--- src/rtl/ysyx_24110006_wb_sched_pkg.sv ---
// Shared constants and helpers for the register-file write-back scheduler.
package ysyx_24110006_wb_sched_pkg;

  localparam logic        REQ_EXU = 1'b0;
  localparam logic        REQ_LSU = 1'b1;
  localparam int unsigned NREG    = 16;
  localparam int unsigned IDX_W   = 4;

  // Two-way round-robin pick: on a tie the requester that did not win last goes.
  function automatic logic [1:0] rr_pick(input logic [1:0] req, input logic lg);
    logic [1:0] gnt;
    gnt = req;
    if (req == 2'b11) begin
      gnt = lg ? 2'b01 : 2'b10;
    end
    return gnt;
  endfunction

endpackage

--- src/rtl/ysyx_24110006_wb_sched_if.sv ---
// Issue, write-back request and register-file write bundle of the scheduler.
interface ysyx_24110006_wb_sched_if #(
  parameter int unsigned ADDR_WIDTH = 5,
  parameter int unsigned DATA_WIDTH = 32
);
  logic                  i_issue_valid;
  logic                  i_issue_wen;
  logic [ADDR_WIDTH-1:0] i_issue_rd;
  logic [ADDR_WIDTH-1:0] i_issue_rs1;
  logic [ADDR_WIDTH-1:0] i_issue_rs2;
  logic                  o_issue_ready;

  logic                  i_exu_valid;
  logic [ADDR_WIDTH-1:0] i_exu_waddr;
  logic [DATA_WIDTH-1:0] i_exu_wdata;
  logic                  o_exu_ready;

  logic                  i_lsu_valid;
  logic [ADDR_WIDTH-1:0] i_lsu_waddr;
  logic [DATA_WIDTH-1:0] i_lsu_wdata;
  logic                  o_lsu_ready;

  logic                  o_rf_valid;
  logic                  o_rf_wen;
  logic [ADDR_WIDTH-1:0] o_rf_waddr;
  logic [DATA_WIDTH-1:0] o_rf_wdata;

  logic                  o_idle;
  logic                  o_err;

  modport slave (
    input  i_issue_valid, i_issue_wen, i_issue_rd, i_issue_rs1, i_issue_rs2,
    input  i_exu_valid, i_exu_waddr, i_exu_wdata,
    input  i_lsu_valid, i_lsu_waddr, i_lsu_wdata,
    output o_issue_ready, o_exu_ready, o_lsu_ready,
    output o_rf_valid, o_rf_wen, o_rf_waddr, o_rf_wdata, o_idle, o_err
  );

  modport master (
    output i_issue_valid, i_issue_wen, i_issue_rd, i_issue_rs1, i_issue_rs2,
    output i_exu_valid, i_exu_waddr, i_exu_wdata,
    output i_lsu_valid, i_lsu_waddr, i_lsu_wdata,
    input  o_issue_ready, o_exu_ready, o_lsu_ready,
    input  o_rf_valid, o_rf_wen, o_rf_waddr, o_rf_wdata, o_idle, o_err
  );

endinterface

--- src/rtl/ysyx_24110006_rr_arb2.sv ---
// Two-way round-robin arbiter; grants are combinational, last-grant is registered.
module ysyx_24110006_rr_arb2
  import ysyx_24110006_wb_sched_pkg::*;
(
  input  logic       clk_i,
  input  logic       rst_i,
  input  logic [1:0] req_i,
  output logic [1:0] gnt_c_o
);

  logic lg_q;
  logic lg_d;

  always_ff @(posedge clk_i) begin
    if (rst_i) begin
      lg_q <= 1'b1;
    end else begin
      lg_q <= lg_d;
    end
  end

  // Nothing is granted while reset is held.
  always_comb begin
    gnt_c_o = 2'b00;
    lg_d    = lg_q;
    if (!rst_i) begin
      gnt_c_o = rr_pick(req_i, lg_q);
    end
    if (gnt_c_o != 2'b00) begin
      lg_d = gnt_c_o[REQ_LSU];
    end
  end

endmodule

--- src/rtl/ysyx_24110006_wb_sched.sv ---
// Write-back scheduler: arbitrates EXU/LSU onto the RF write port and tracks
// per-register busy bits to stall issue on RAW/WAW hazards.
module ysyx_24110006_wb_sched #(
  parameter int unsigned ADDR_WIDTH = 5,
  parameter int unsigned DATA_WIDTH = 32,
  parameter int unsigned NREG       = ysyx_24110006_wb_sched_pkg::NREG
) (
  input  logic                     i_clock,
  input  logic                     i_reset,
  ysyx_24110006_wb_sched_if.slave  bus
);
  import ysyx_24110006_wb_sched_pkg::*;

  logic [NREG-1:0]       busy_q,     busy_d;
  logic                  rf_valid_q, rf_valid_d;
  logic                  rf_wen_q,   rf_wen_d;
  logic [ADDR_WIDTH-1:0] rf_waddr_q, rf_waddr_d;
  logic [DATA_WIDTH-1:0] rf_wdata_q, rf_wdata_d;
  logic                  err_q,      err_d;

  logic [1:0]            req_c;
  logic [1:0]            gnt_c;
  logic                  grant_c;
  logic [ADDR_WIDTH-1:0] g_waddr_c;
  logic [DATA_WIDTH-1:0] g_wdata_c;
  logic [IDX_W-1:0]      g_idx_c, clr_idx_c, rd_idx_c, rs1_idx_c, rs2_idx_c;
  logic                  clr_c, issue_set_c, issue_ready_c;
  logic                  unused_hi_c;

  assign req_c = {bus.i_lsu_valid, bus.i_exu_valid};

  ysyx_24110006_rr_arb2 u_arb (
    .clk_i   (i_clock),
    .rst_i   (i_reset),
    .req_i   (req_c),
    .gnt_c_o (gnt_c)
  );

  // Hazard check sees only the registered busy bits; a same-cycle clear does not bypass.
  always_comb begin
    rd_idx_c      = bus.i_issue_rd[IDX_W-1:0];
    rs1_idx_c     = bus.i_issue_rs1[IDX_W-1:0];
    rs2_idx_c     = bus.i_issue_rs2[IDX_W-1:0];
    issue_ready_c = !(busy_q[rs1_idx_c] && (rs1_idx_c != '0)) &&
                    !(busy_q[rs2_idx_c] && (rs2_idx_c != '0)) &&
                    !(bus.i_issue_wen && (rd_idx_c != '0) && busy_q[rd_idx_c]);
  end

  assign unused_hi_c = ^{bus.i_issue_rd[ADDR_WIDTH-1:IDX_W],
                         bus.i_issue_rs1[ADDR_WIDTH-1:IDX_W],
                         bus.i_issue_rs2[ADDR_WIDTH-1:IDX_W]};

  always_comb begin
    busy_d     = busy_q;
    rf_valid_d = 1'b0;
    rf_wen_d   = 1'b0;
    rf_waddr_d = rf_waddr_q;
    rf_wdata_d = rf_wdata_q;
    err_d      = err_q;

    grant_c     = (gnt_c != 2'b00);
    g_waddr_c   = gnt_c[REQ_LSU] ? bus.i_lsu_waddr : bus.i_exu_waddr;
    g_wdata_c   = gnt_c[REQ_LSU] ? bus.i_lsu_wdata : bus.i_exu_wdata;
    g_idx_c     = g_waddr_c[IDX_W-1:0];
    clr_c       = rf_valid_q && rf_wen_q;
    clr_idx_c   = rf_waddr_q[IDX_W-1:0];
    issue_set_c = bus.i_issue_valid && issue_ready_c && bus.i_issue_wen && (rd_idx_c != '0);

    if (grant_c && (g_idx_c != '0) && !busy_q[g_idx_c] && !(clr_c && (clr_idx_c == g_idx_c))) begin
      err_d = 1'b1;
    end

    // Clear first so a same-edge set on the same entry wins.
    if (clr_c) begin
      busy_d[clr_idx_c] = 1'b0;
    end
    if (issue_set_c) begin
      busy_d[rd_idx_c] = 1'b1;
    end

    if (grant_c) begin
      rf_valid_d = 1'b1;
      rf_wen_d   = (g_idx_c != '0);
      rf_waddr_d = g_waddr_c;
      rf_wdata_d = g_wdata_c;
    end
  end

  always_ff @(posedge i_clock) begin
    if (i_reset) begin
      busy_q     <= '0;
      rf_valid_q <= 1'b0;
      rf_wen_q   <= 1'b0;
      rf_waddr_q <= '0;
      rf_wdata_q <= '0;
      err_q      <= 1'b0;
    end else begin
      busy_q     <= busy_d;
      rf_valid_q <= rf_valid_d;
      rf_wen_q   <= rf_wen_d;
      rf_waddr_q <= rf_waddr_d;
      rf_wdata_q <= rf_wdata_d;
      err_q      <= err_d;
    end
  end

  assign bus.o_issue_ready = issue_ready_c;
  assign bus.o_exu_ready   = gnt_c[REQ_EXU];
  assign bus.o_lsu_ready   = gnt_c[REQ_LSU];
  assign bus.o_rf_valid    = rf_valid_q;
  assign bus.o_rf_wen      = rf_wen_q;
  assign bus.o_rf_waddr    = rf_waddr_q;
  assign bus.o_rf_wdata    = rf_wdata_q;
  assign bus.o_err         = err_q;
  assign bus.o_idle        = (busy_q == '0) && !rf_valid_q;

endmodule

--- src/flat_wrapper.sv ---
// flat-port wrapper written by rule: the top's interface ports become plain ports
module ysyx_24110006_wb_sched_flat import ysyx_24110006_wb_sched_pkg::*;
#(
  parameter int unsigned ADDR_WIDTH = 5,
  parameter int unsigned DATA_WIDTH = 32,
  parameter int unsigned NREG       = ysyx_24110006_wb_sched_pkg::NREG
)
  (i_clock, i_reset, bus_i_issue_valid, bus_i_issue_wen, bus_i_issue_rd, bus_i_issue_rs1, bus_i_issue_rs2, bus_i_exu_valid, bus_i_exu_waddr, bus_i_exu_wdata, bus_i_lsu_valid, bus_i_lsu_waddr, bus_i_lsu_wdata, bus_o_issue_ready, bus_o_exu_ready, bus_o_lsu_ready, bus_o_rf_valid, bus_o_rf_wen, bus_o_rf_waddr, bus_o_rf_wdata, bus_o_idle, bus_o_err);
  ysyx_24110006_wb_sched_if #(.ADDR_WIDTH(ADDR_WIDTH), .DATA_WIDTH(DATA_WIDTH)) bus_i ();
  input  logic i_clock;
  input  logic i_reset;
  input wire logic [$bits(bus_i.i_issue_valid)-1:0] bus_i_issue_valid;
  input wire logic [$bits(bus_i.i_issue_wen)-1:0] bus_i_issue_wen;
  input wire logic [$bits(bus_i.i_issue_rd)-1:0] bus_i_issue_rd;
  input wire logic [$bits(bus_i.i_issue_rs1)-1:0] bus_i_issue_rs1;
  input wire logic [$bits(bus_i.i_issue_rs2)-1:0] bus_i_issue_rs2;
  input wire logic [$bits(bus_i.i_exu_valid)-1:0] bus_i_exu_valid;
  input wire logic [$bits(bus_i.i_exu_waddr)-1:0] bus_i_exu_waddr;
  input wire logic [$bits(bus_i.i_exu_wdata)-1:0] bus_i_exu_wdata;
  input wire logic [$bits(bus_i.i_lsu_valid)-1:0] bus_i_lsu_valid;
  input wire logic [$bits(bus_i.i_lsu_waddr)-1:0] bus_i_lsu_waddr;
  input wire logic [$bits(bus_i.i_lsu_wdata)-1:0] bus_i_lsu_wdata;
  output wire logic [$bits(bus_i.o_issue_ready)-1:0] bus_o_issue_ready;
  output wire logic [$bits(bus_i.o_exu_ready)-1:0] bus_o_exu_ready;
  output wire logic [$bits(bus_i.o_lsu_ready)-1:0] bus_o_lsu_ready;
  output wire logic [$bits(bus_i.o_rf_valid)-1:0] bus_o_rf_valid;
  output wire logic [$bits(bus_i.o_rf_wen)-1:0] bus_o_rf_wen;
  output wire logic [$bits(bus_i.o_rf_waddr)-1:0] bus_o_rf_waddr;
  output wire logic [$bits(bus_i.o_rf_wdata)-1:0] bus_o_rf_wdata;
  output wire logic [$bits(bus_i.o_idle)-1:0] bus_o_idle;
  output wire logic [$bits(bus_i.o_err)-1:0] bus_o_err;
  assign bus_i.i_issue_valid = bus_i_issue_valid;
  assign bus_i.i_issue_wen = bus_i_issue_wen;
  assign bus_i.i_issue_rd = bus_i_issue_rd;
  assign bus_i.i_issue_rs1 = bus_i_issue_rs1;
  assign bus_i.i_issue_rs2 = bus_i_issue_rs2;
  assign bus_i.i_exu_valid = bus_i_exu_valid;
  assign bus_i.i_exu_waddr = bus_i_exu_waddr;
  assign bus_i.i_exu_wdata = bus_i_exu_wdata;
  assign bus_i.i_lsu_valid = bus_i_lsu_valid;
  assign bus_i.i_lsu_waddr = bus_i_lsu_waddr;
  assign bus_i.i_lsu_wdata = bus_i_lsu_wdata;
  assign bus_o_issue_ready = bus_i.o_issue_ready;
  assign bus_o_exu_ready = bus_i.o_exu_ready;
  assign bus_o_lsu_ready = bus_i.o_lsu_ready;
  assign bus_o_rf_valid = bus_i.o_rf_valid;
  assign bus_o_rf_wen = bus_i.o_rf_wen;
  assign bus_o_rf_waddr = bus_i.o_rf_waddr;
  assign bus_o_rf_wdata = bus_i.o_rf_wdata;
  assign bus_o_idle = bus_i.o_idle;
  assign bus_o_err = bus_i.o_err;
  ysyx_24110006_wb_sched #(.ADDR_WIDTH(ADDR_WIDTH), .DATA_WIDTH(DATA_WIDTH), .NREG(NREG)) u_core (.i_clock(i_clock), .i_reset(i_reset), .bus(bus_i));
endmodule
--- config.mk ---
export PLATFORM = sky130hd
export DESIGN_NAME = ysyx_24110006_wb_sched_flat
export DESIGN_NICKNAME = d
export VERILOG_FILES = /design/src/rtl/ysyx_24110006_wb_sched_pkg.sv /design/src/rtl/ysyx_24110006_wb_sched_if.sv /design/src/rtl/ysyx_24110006_rr_arb2.sv /design/src/rtl/ysyx_24110006_wb_sched.sv /design/src/flat_wrapper.sv
export SDC_FILE = /design/constraint.sdc
export NUM_CORES = 1
export LEC_CHECK = 0
export ABC_AREA = 1
export CAP_MARGIN = 20
export CORE_MARGIN = 2
export CORE_UTILIZATION = 39
export DETAILED_ROUTE_END_ITERATION = 7
export PLACE_DENSITY = 0.79
export SLEW_MARGIN = 20
export SYNTH_ARGS = -nofsm -noshare
export SYNTH_HDL_FRONTEND = slang
export SYNTH_SLANG_ARGS = --single-unit
--- constraint.sdc ---
create_clock -name i_clock -period 1.5 [get_ports i_clock]
set_clock_uncertainty 0.2 [all_clocks]
set_input_delay 0.225 -clock i_clock [delete_from_list [all_inputs] [get_ports i_clock]]
set_output_delay 0.225 -clock i_clock [all_outputs]
set_load 0.005 [all_outputs]
==> run summary <==
Among cell families on the critical path, the largest total delay comes from simple AND/OR/NAND/NOR gates. Overall power consumption after layout is estimated at about 0.0044 W. The share of the clock period used by the worst path after layout is 131%. The mean instance size in the synthesized netlist came out at 6.20 µm². The filler cells instantiated in the layout total 607. The sum of net half-perimeters after detailed placement came out at around 9400 µm. Data on the critical path arrives at its endpoint at 1.54 ns.

The total wire length is ~15000 µm. The maximum number of pins on one net before global-route repair came out at 35. The detail route stage leaves a number of antenna-violating nets equal to 0. The endpoint with the worst hold slack is u_core.bus.o_err. The number of global-route vias before repair is 4575. The pre-CTS setup slack is -0.955 ns. The number of vias in the routed layout came out at 4815. The critical-path maximum fanout is 2. The initialized floorplan defines 33 standard-cell rows. The final weighted congestion of routability-driven global placement is 0.895. Setup repair after global routing could not meet its margin everywhere.

The global-route congestion overflow total came out at 0. Once routing completed, OpenROAD measured the worst setup slack at -0.466 ns. The run finished, with violations left.

Measured in cells, the most critical reg-to-reg path has a length of 15. The number of storage elements in the synthesis netlist is 57. At the pin with the least slew margin, the transition time is about 0.36 ns. STA classifies the critical path endpoint as an output port.

In this run the number of H-tree levels came out at 3. The initial standard-cell utilization of the core is 40.6%. TritonCTS built the clock tree. Data on the critical path is required at its endpoint by roughly 1.1 ns. Setup violations remaining at the end of the flow were counted as 22.

After the last flow step, the layout net total stands at 836. The distinct cell type count of the synthesized netlist came out at 25. The area of the die is 9400 µm². The mapped cell area came out at around 3400 µm². The number of buffers added by the clock tree synthesis step is 9.

The total DRC errors in the routed layout came out at 0. The final critical-path required period is about 2.0 ns. The count of max-cap constraint violations came out at 0.

The insertion delay of the later-clocked pin in the worst-skew pair is between 0.3 and 0.4 ns. The final antenna diode count is 0. The source of the worst register-to-register timing path is u_core.busy_q[11]. Headroom to the max-slew limit came out at 75.6%. The yosys synthesis warning count is 0. The footprint of the multi-input gates is about 2200 µm². Counting stages on the worst path, the most repeated cell is nand2_1. The number of clock sinks came out at 57. The hold violation count in the final report is 0. The worst setup path is launched from a flip-flop. The portion of the post-synthesis area used by sequential elements is 33.9%. The width of the chip is ~97 µm. The core box area is between 8000 and 9000 µm². The register-to-register path setup slack is -0.45 ns. The power per standard cell area came out at about 730 nW/µm².

The routed length per instance is 17.2 µm. The largest individual stage delay along the critical path comes from the cell dfxtp_2. The signal on the critical path passes through buf_6, nand2_2, o21ai_1, nand2_1, nand2_1, nand2_1, nand2_1, nor2_1, nor2_2, nor2_4, buf_2. The class of the worst hold path is in2reg. The startpoint identified for the worst hold timing path is i_reset.

Relative to the synthesized area, the layout overhead comes to 78.6%. The checks that failed: negative setup slack. Together, buffers and inverters on the worst path number 2. The met3 wirelength from detailed routing came out at ~1400 µm. Signal routing reaches up to met4. The fraction of layout instances using a drive strength above 1 came out at between 20% and 30%. The first routing iteration left 335 violations. The number of stages on the worst hold path is 3. The synthesized netlist cell count is about 540. The post-cts hold buffer count is 0.

The final max-slew violation count came to 0. The top-level I/O count came out at ~140. Of the post-synthesis cell area, the dominant cell type holds between 30% and 40%.

The cell taking the most area after synthesis is dfxtp_1. The global routing usage summed across all routing layers is ~28%. In this run the static leakage power is ~2.7 nW.

The area taken by flip-flops and latches is 1180 µm². The kind of critical path is reg2out. The tree is rooted in a clkbuf_8. The vertical die dimension is roughly 97 µm. Based on the critical path, the design can be clocked at up to around 0.51 GHz. The number of optimization iterations in the first detailed-route pass is 5. Cells fill just over 70% of the core in the end. In this run the critical register-to-register path is captured at u_core.busy_q[1]. The worst-case vdd ir drop came out at roughly 0.00053 V. The total nets after synthesis is around 640.

The initial antenna violation count was 0. The clock input transition at the sequential cells of the worst setup and hold paths is around 0.08 ns. Using the TritonRoute via totals, the vias-per-cell ratio works out to 5.66.

Ranked by total cell area, the synthesized netlist is headed by dfxtp_1 (34%), o21ai_0 (14%), nand3_1 (13%). The first-pass GRT wire length is between 20000 and 25000 µm. The clock passes through at most 2 buffers. After detailed routing, the met2 layer carries between 7000 and 8000 µm of wire. The number of I/O port buffers came out at 135. The wire length the detailed router placed on met1 is 5310 µm. The largest stage delay on the critical path came out at ~0.33 ns.
-- layout make-up --
| type | instances | area share, % |
|---|---|---|
| Tap cell | 105 | 2.18 |
| Clock inverter | 5 | 0.936 |
| Multi-Input combinational cell | 405 | 37.1 |
| Timing Repair Buffer | 214 | 34.1 |
| Inverter | 54 | 3.66 |
| Sequential cell | 57 | 19.7 |
| Clock buffer | 10 | 2.29 |
-- sequential cells by signal, indices dropped and copies added (netlist names) --
signal and flops:
u_core.busy_q 16, u_core.bus.o_rf_waddr 5, u_core.bus.o_err 1, u_core.bus.o_rf_wdata 32, u_core.bus.o_rf_valid 1, u_core.bus.o_rf_wen 1, u_core.u_arb.lg_q 1
-- per-layer routing --
metal	GRT usage [%]	vias up
met5	0	-
met4	12.0	0
met3	7.88	59
met2	50.1	311
met1	31.7	2234
li1	-	2211
-- cells by family (layout without fill, tap and decap cells) --
group	count (synthesis)	in the layout	synth area share (%)
AND/OR/NAND/NOR	274	274	35.9
flip-flops	57	57	33.9
buffers and inverters	81	283	10.1
AO/OA/AOI/OAI	131	131	20.1
-- cell usage after synthesis --
| master | n |
|---|---|
| a21oi_1 | 22 |
| a31oi_1 | 2 |
| buf_2 | 5 |
| buf_4 | 2 |
| buf_6 | 3 |
| clkbuf_1 | 17 |
| dfxtp_1 | 57 |
| inv_1 | 50 |
| inv_2 | 4 |
| nand2_1 | 105 |
| nand2_2 | 5 |
| nand3_1 | 85 |
| nand3_4 | 1 |
| nand3b_1 | 2 |
| nand4_1 | 2 |
| nand4_4 | 1 |
| nor2_1 | 68 |
| nor2_2 | 1 |
| nor2_4 | 1 |
| nor4_1 | 2 |
| o211ai_1 | 6 |
| o21ai_0 | 96 |
| o21ai_1 | 3 |
| o31ai_1 | 2 |
| or2_2 | 1 |
-- power by group --
part | internal [W] | switching, W
Clock | 0.000800 | 0.000670
Combinational | 0.000634 | 0.000611
Sequential | 0.00160 | 0.0000601
-- how the worst max path moves through the flow --
stage | slack [ns] | endpoint | from | cells after the start
3_5_place_dp | -0.95 | bus_o_issue_ready | bus_i_issue_rs1[0] | 12
5_1_grt | -0.56 | bus_o_issue_ready | u_core.busy_q[11] | 11
2_1_floorplan | -0.04 | u_core.busy_q[14] | bus_i_issue_rs1[0] | 11
3_3_place_gp | -0.90 | bus_o_issue_ready | bus_i_issue_rs2[0] | 11
6_report | -0.47 | bus_o_issue_ready | u_core.busy_q[11] | 11
4_1_cts | -0.42 | bus_o_issue_ready | u_core.busy_q[11] | 11
-- what timing repair did --
item | 4_1_cts | 5_1_grt
cloned | 4 | 1
endpoints found under the setup margin | 98 | 45
gates resized for setup | 159 | 73
pin swaps | 27 | 25
buffers inserted | 12 | 6
-- cell usage in the layout, fill, tap and decap left out, types with 4 or more instances in the layout --
master and n:
a21oi_1 9, a21oi_2 13, buf_12 7, buf_2 4, buf_4 54, buf_6 14, clkbuf_8 10, clkdlybuf4s50_1 82
dfxtp_1 34, dfxtp_2 17, dfxtp_4 6, dlygate4sd2_1 47, inv_1 33, inv_2 16, inv_4 4, nand2_1 91
nand2_2 9, nand2_4 7, nand3_1 69, nand3_2 11, nand3_4 6, nor2_1 59, nor2_2 9, o211ai_1 6
o21ai_0 67, o21ai_1 27, o21ai_2 5
-- worst reg2reg max path, cell delays in order, from the launching register on --
cell	delay [ns]
dfxtp_2	0.33
buf_6	0.12
nand2_2	0.06
o21ai_1	0.06
nand2_1	0.06
nand2_1	0.05
nand2_1	0.05
nand2_1	0.04
nor2_1	0.12
nor2_2	0.07
nor2_4	0.13
buf_4	0.12
buf_6	0.10
buf_12	0.14
nand3_2	0.10
a21oi_2	0.13
-- metrics by stage --
stage / instance area, µm² / setup TNS [ns] / cells / hold slack (ns)
after floorplan: 3420 / -0.421 / 543 / 0.202
after global placement: 5250 / -28.86 / 815 / 0.248
after detailed placement: 5250 / -31.37 / 815 / 0.247
after CTS: 5780 / -6.22 / 844 / 0.252
after global routing: 6020 / -9.93 / 850 / 0.239
final: 6020 / -7.86 / 850 / 0.218
No activity file was read; power rests on OpenSTA's default activity.
